<file path="src/rtl/fetch_stage.sv">
// Instruction-fetch stage: owns the PC, addresses the async instruction ROM and fills IF/ID.
// Optional build macro FETCH_MISALIGN_CHECK_EN rejects redirects to non-word-aligned targets.
module fetch_stage #(
    parameter int                     ADDRESS_WIDTH = 32,
    parameter int                     DATA_WIDTH    = 32,
    parameter logic [ADDRESS_WIDTH-1:0] RESET_PC    = '0,
    parameter logic [DATA_WIDTH-1:0]  NOP_INSTR     = 32'h0000_0013
) (
    input  logic                     clk,
    input  logic                     rst,
    output logic [ADDRESS_WIDTH-1:0] imem_a,
    input  logic [DATA_WIDTH-1:0]    imem_rd,
    input  logic                     stall_i,
    input  logic                     redirect_i,
    input  logic [ADDRESS_WIDTH-1:0] target_i,
    input  logic                     halt_i,
    output logic [DATA_WIDTH-1:0]    instr_d,
    output logic [ADDRESS_WIDTH-1:0] pc_d,
    output logic [ADDRESS_WIDTH-1:0] pc_plus4_d,
    output logic                     valid_d,
    output logic                     halted_o,
    output logic [31:0]              fetch_count_o,
    output logic                     misalign_o
);

    typedef enum logic [1:0] {BOOT, RUN, HALTED} state_t;

    state_t                   state, state_next;
    logic [ADDRESS_WIDTH-1:0] pc_f;
    logic [ADDRESS_WIDTH-1:0] pc_f_plus4;
    logic                     target_bad;

    assign pc_f_plus4 = pc_f + ADDRESS_WIDTH'(4);
    assign imem_a     = pc_f;

`ifdef FETCH_MISALIGN_CHECK_EN
    logic misalign_q;

    assign target_bad = (target_i[1:0] != 2'b00);
    assign misalign_o = misalign_q;

    always_ff @(posedge clk) begin
        if (rst)
            misalign_q <= 1'b0;
        else if (state == RUN && redirect_i && target_bad)
            misalign_q <= 1'b1;
    end
`else
    assign target_bad = 1'b0;
    assign misalign_o = 1'b0;
`endif

    always_ff @(posedge clk) begin
        if (rst) state <= BOOT;
        else     state <= state_next;
    end

    always_comb begin
        state_next = state;
        case (state)
            BOOT:    state_next = RUN;
            RUN:     if (!redirect_i && halt_i) state_next = HALTED;
            HALTED:  state_next = HALTED;
            default: state_next = BOOT;
        endcase
    end

    always_comb begin
        halted_o = (state == HALTED);
    end

    // Only RUN touches the datapath; BOOT and HALTED simply hold everything.
    always_ff @(posedge clk) begin
        if (rst) begin
            pc_f          <= RESET_PC;
            instr_d       <= NOP_INSTR;
            pc_d          <= '0;
            pc_plus4_d    <= '0;
            valid_d       <= 1'b0;
            fetch_count_o <= '0;
        end else if (state == RUN) begin
            if (redirect_i) begin
                if (!target_bad) pc_f <= target_i;
                instr_d <= NOP_INSTR;
                valid_d <= 1'b0;
            end else if (halt_i) begin
                instr_d <= NOP_INSTR;
                valid_d <= 1'b0;
            end else if (!stall_i) begin
                instr_d       <= imem_rd;
                pc_d          <= pc_f;
                pc_plus4_d    <= pc_f_plus4;
                valid_d       <= 1'b1;
                pc_f          <= pc_f_plus4;
                fetch_count_o <= fetch_count_o + 32'd1;
            end
        end
    end

endmodule

</file>
<file path="config.mk">
export PLATFORM = sky130hd
export DESIGN_NAME = fetch_stage
export DESIGN_NICKNAME = d
export VERILOG_FILES = /design/src/rtl/fetch_stage.sv
export SDC_FILE = /design/constraint.sdc
export NUM_CORES = 1
export LEC_CHECK = 0
export ABC_AREA = 1
export CAP_MARGIN = 20
export CORE_ASPECT_RATIO = 1.25
export CORE_MARGIN = 4
export CORE_UTILIZATION = 51
export DETAILED_ROUTE_END_ITERATION = 7
export GPL_TIMING_DRIVEN = 1
export PLACE_DENSITY_LB_ADDON = 0.3
export SLEW_MARGIN = 15
export SYNTH_ARGS = -nofsm -noshare
export SYNTH_HDL_FRONTEND = slang
export SYNTH_SLANG_ARGS = --single-unit
</file>
<file path="constraint.sdc">
create_clock -name clk -period 4.5 [get_ports clk]
set_clock_uncertainty 0.1 [all_clocks]
set_input_delay 0.45 -clock clk [delete_from_list [all_inputs] [get_ports clk]]
set_output_delay 0.45 -clock clk [all_outputs]
set_load 0.05 [all_outputs]
</file>
## Yosys cells after proc, flatten, opt, wreduce, memory -nomap -nowiden

Cells that the tools add are included.

- $add $sub $neg: 2
- Eq/ne operators: 6
- Multiplexer cells: 11
- Bitwise operators: 3
- Reductions and logical operators: 6

Operator list:

| kind | count |
|---|---|
| $mux 32 | 6 |
| $add 32x1->32 const B | 1 |
| $add 32x3->32 const B | 1 |
| $pmux 2 s3 | 1 |
| $ne 2x2->1 const B | 2 |
| $reduce_and 4->1 | 1 |
| $mux 1 | 3 |
| $ne 3x1->1 const B | 1 |
| $not 1->1 | 3 |
| $reduce_and 3->1 | 1 |
| $eq 2x1->1 const B | 1 |
| $eq 2x2->1 const B | 1 |
| $logic_not 2->1 | 1 |
| $mux 2 | 1 |
| $ne 2x1->1 const B | 1 |
| $reduce_and 2->1 | 1 |
| $logic_and 1x1->1 | 1 |
| $logic_not 1->1 | 1 |

- Register bits after elaboration: 163
- Input port bits: 69
- Output and inout port bits: 163
- Logic and storage cells: 35

## Longest topological paths before layout

- Word-level depth: 4
- Mapped depth: 13
- Mapped depth without buffers: 12

## Worst setup path before layout

No wires, ideal clock.

- Kind: reg2reg
- From: register pc_f[2], in the netlist imem_a[2]
- To: register pc_plus4_d[22]
- Library setup time: 0.115 ns
- Arrival time: 1.840 ns
- Required time: 4.285 ns
- Setup slack: 2.445 ns
- Stages on the path, launching flop included: 11
- Buffers on the path: 0
- Period minus slack after synthesis: 2.055 ns
- Cell sequence: dfxtp_1 -> ha_1 -> nand2_1 -> nor2_2 -> nand2_2 -> nor2_4 -> nand2_1 -> nand2_1 -> nand2_1 -> o21ai_0 -> inv_1

- Word-level cells in the longest chain between the ends: 1

RTL lines:

| item | line | text |
|---|---|---|
| start, declared | 29 | `logic [ADDRESS_WIDTH-1:0] pc_f;` |
| start signal, assigned | 83 | `if (!target_bad) pc_f <= target_i;` |
| start signal, assigned | 94 | `pc_f <= pc_f_plus4;` |
| $add 32x3->32 | 33 | `assign pc_f_plus4 = pc_f + ADDRESS_WIDTH'(4);` |
| end signal, assigned | 92 | `pc_plus4_d <= pc_f_plus4;` |
| end, declared | 19 | `output logic [ADDRESS_WIDTH-1:0] pc_plus4_d,` |

Every way passes these cells.
A chain may end at the register's enable or synchronous reset.

## Worst setup path after layout

- From: input redirect_i
- To: register pc_f[22], in the netlist imem_a[22]

- Word-level cells in the longest chain between the ends: 2
- Elaborated cells between the ends (all ways): 4
- Those cells by class: eq/ne (2); mux (1); reduce/logical (1)

RTL lines:

| item | line | text |
|---|---|---|
| start, declared | 14 | `input logic redirect_i,` |
| $ne 2x2->1 (no line) or $ne 2x1->1 (tied branches) | - |  |
| $reduce_and 3->1 (no line) | - |  |

Several ways; a longest one is shown, not always the timed one.

==> flow_metrics.py <==
metrics = {
    "worst_setup_path": {
        "startpoint": "redirect_i",
        "critPathKind": "input pin to flip-flop",
        "cp.required_ns": 4.75,
        "arrival_ns": 2.69,
        "endpoint_kind": "flip-flop",
        "regToRegSetupSlack_ns": 2.16,
        "reg2reg_to": "fetch_count_o[23]$_SDFFE_PP0P_",
        "reg2regPathDepth": 11,
        "timing.rr.start": "state[1]$_SDFFE_PP0P_",
        "cp_max_fo": 34,
        "start_kind": "input pin",
        "crit_end": "imem_a[22]$_SDFFE_PP0P_",
    },
    "timing": {
        "hold_ws_ns": 0.359,
        "timing.fmax_mhz": 409,
        "hold_viol_final": 0,
        "report.final.slew_viol_count": 0,
        "period_needed_ns": 2.44,
        "timing.final.crit_share": 0.543,
        "setup_violations": 0,
        "setup_tns_ns": 0,
        "tightest_slew_ns": 0.905,
        "rsz0062_at_grt": "no",
        "max_slew_margin": 0.396,
    },
    "global_route": {
        "grt_pass1_wl_um": 36400,
        "grt_max_degree": 81,
        "antenna_found_initial": 0,
        "grt_usage": 0.273,
        "grt_pass1_vias": 7460,
        "overflow": 0,
    },
    "finish": {
        "areaGrowthSynthToFinish_pct": 39.0,
        "mostFrequentLayoutCells": "nand2_1 (272), clkdlybuf4s50_1 (229), nor2_1 (186)",
        "drive_above_1_share": 0.0535,
        "num_antenna_cells": 0,
        "fin_cells": 1487,
        "final_common_cell": "nand2_1",
        "fin_area_sq_um": 10400,
        "nNetsFinal": 1371,
    },
    "clock_network": {
        "clk_latency_ns": 0.42,
        "post_cts_resized": 0,
        "cts_tree": "yes",
        "holdBufCountCts": 0,
        "root_buffer": "clkbuf_16",
        "postCtsSetupBuffers": 0,
        "clkTransAtPathRegs_ns": 0.07,
        "cts_buffer_depth": 2,
        "htreeDepth": 4,
        "clock-sinks": 161,
        "cts_buffers": 17,
    },
    "floorplan": {
        "start_util": 0.519,
        "die_y_um": 143,
        "die-area_sq_um": 16700,
        "die_w_um": 116,
        "ios": 232,
        "rows": 49,
        "core_area_sq_um": 14400,
    },
    "synthesis": {
        "synth_area_sq_um": 7480,
        "synth_nets": 1169,
        "async_flop_share": 0,
        "synth-seq-area-share": 0.431,
        "synth_top_family_by_area": "simple AND/OR/NAND/NOR gates",
        "synth_area_per_cell_sq_um": 6.83,
        "synth_seq_cells": 161,
        "synth_enable_flop_cells": 0,
        "ys_types": 36,
        "synth-main-ff-cell": "dfxtp_1",
        "synth_warnings": 0,
        "netlist_instances": 1095,
        "yosys.area_share.adder": 0.00837,
        "synth_xor_area_frac": 0.0269,
        "synth_compound_area_frac": 0.157,
        "synth-simple-area-share": 0.296,
        "muxShareOfSynthArea": 0,
    },
    "placed_design": {
        "dpl_cell_area_sq_um": 9810,
        "port_buffers": 230,
        "gp_congestion": 0.927,
        "place_inst": 1456,
        "hpwl_um": 16500,
    },
    "routing": {
        "drt_iter0_drc": 681,
        "vias_per_cell": 5.28,
        "drt_pass1_iterations": 5,
        "drc_errors": 0,
        "postRouteAntennaNets": 0,
        "via_count": 7855,
        "drt-total-wl_um": 23100,
        "wire_per_inst_um": 15.5,
    },
    "min_path": {
        "hold_path.class": "flip-flop to flip-flop",
        "min_path_cells": 2,
    },
    "run_status": {
        "status": "finished clean",
    },
    "flow_run": {
        "maxCapViolations": 0,
    },
    "power_and_ir_drop": {
        "ir_worst_vdd_v": 0.000337,
        "power_density_nw_per_um2": 449,
        "total_leakage_power_nw": 4.01,
    },
}
## per-stage QoR
stage | total power [W] | worst slack [ns] | util
after CTS | 0.00469 | 2.11 | 0.721
final | 0.00467 | 2.06 | 0.721
after global routing | 0.00488 | 1.85 | 0.721
after global placement | 0.00324 | 1.74 | 0.681
after floorplan | 0.00274 | 2.44 | -
after detailed placement | 0.00326 | 1.69 | 0.681
## worst max-delay path, stage by stage
cell             delay (ns)
clkdlybuf4s50_1        0.46
buf_4                  0.35
nand2_1                0.18
o21ai_2                0.14
o21ai_2                0.08
buf_4                  0.24
inv_2                  0.41
o21ai_0                0.20
a21oi_1                0.16
## state kept, by name, summed over array words and instances (netlist names)
signal and count:
state 2, fetch_count_o 32, pc_plus4_d 30, imem_a 32
pc_d 32, valid_d 1, instr_d 32
## report_power, final
group / switching [W] / leakage (nW) / total [W] / internal (W)
Combinational: 0.00101 / 2.43 / 0.00148 / 0.000472
Clock: 0.000603 / 0.274 / 0.00143 / 0.000823
Sequential: 0.000187 / 1.30 / 0.00177 / 0.00158
Total: 0.00180 / 4.01 / 0.00467 / 0.00287
## logic make-up after synthesis
| kind of cell | count (synthesis) |
|---|---|
| AOI/OAI and AO/OA | 229 |
| xor gates and xnor gates | 23 |
| adders and majority gates | 5 |
| buffers and inverters | 143 |
| DFF | 161 |
| other | 1 |
| and+or+nand+nor | 533 |
## cell usage after synthesis, types with 3 or more instances
cell type / instances / area, sq um
nand4_1: 8 / 50.1
and2_1: 3 / 18.8
buf_2: 17 / 85.1
o21ai_0: 99 / 495
nor2_1: 186 / 698
a21o_1: 3 / 22.5
xor2_1: 20 / 175
nor2_2: 6 / 37.5
inv_1: 84 / 315
ha_1: 5 / 62.6
xnor2_1: 3 / 26.3
nand3_1: 33 / 165
nand2_1: 273 / 1020
nor2_4: 9 / 101
dfxtp_1: 161 / 3220
nand2_2: 3 / 18.8
buf_4: 8 / 60.1
nand3b_1: 6 / 45.0
inv_2: 3 / 11.3
a21oi_1: 117 / 586
clkbuf_1: 28 / 105
## final cells by class
class	instances	area (sq um)
Inverter	87	327
Multi-Input combinational cell	791	3660
Tap cell	178	223
Clock inverter	14	155
Clock buffer	17	425
Fill cell	1169	4010
Sequential cell	161	3220
Timing Repair Buffer	239	2380
## layer usage
metal | part of all wire | track usage
met1 | 0.39 | 0.319
met5 | 0 | 0
met3 | 0.071 | 0.0535
met2 | 0.50 | 0.478
met4 | 0.039 | 0.128
## worst min path at each step
stage	slack [ns]	start	end
floorplan	0.38	imem_a[0]$_SDFFE_PP0P_	imem_a[0]$_SDFFE_PP0P_
global placement	0.35	instr_d[1]$_SDFFE_PP1P_	instr_d[1]$_SDFFE_PP1P_
detailed placement	0.35	instr_d[27]$_SDFFE_PP0P_	instr_d[27]$_SDFFE_PP0P_
CTS	0.36	instr_d[27]$_SDFFE_PP0P_	instr_d[27]$_SDFFE_PP0P_
global route	0.38	instr_d[29]$_SDFFE_PP0P_	instr_d[29]$_SDFFE_PP0P_
finish	0.36	instr_d[13]$_SDFFE_PP0P_	instr_d[13]$_SDFFE_PP0P_
(Power assumes the default switching activity.)
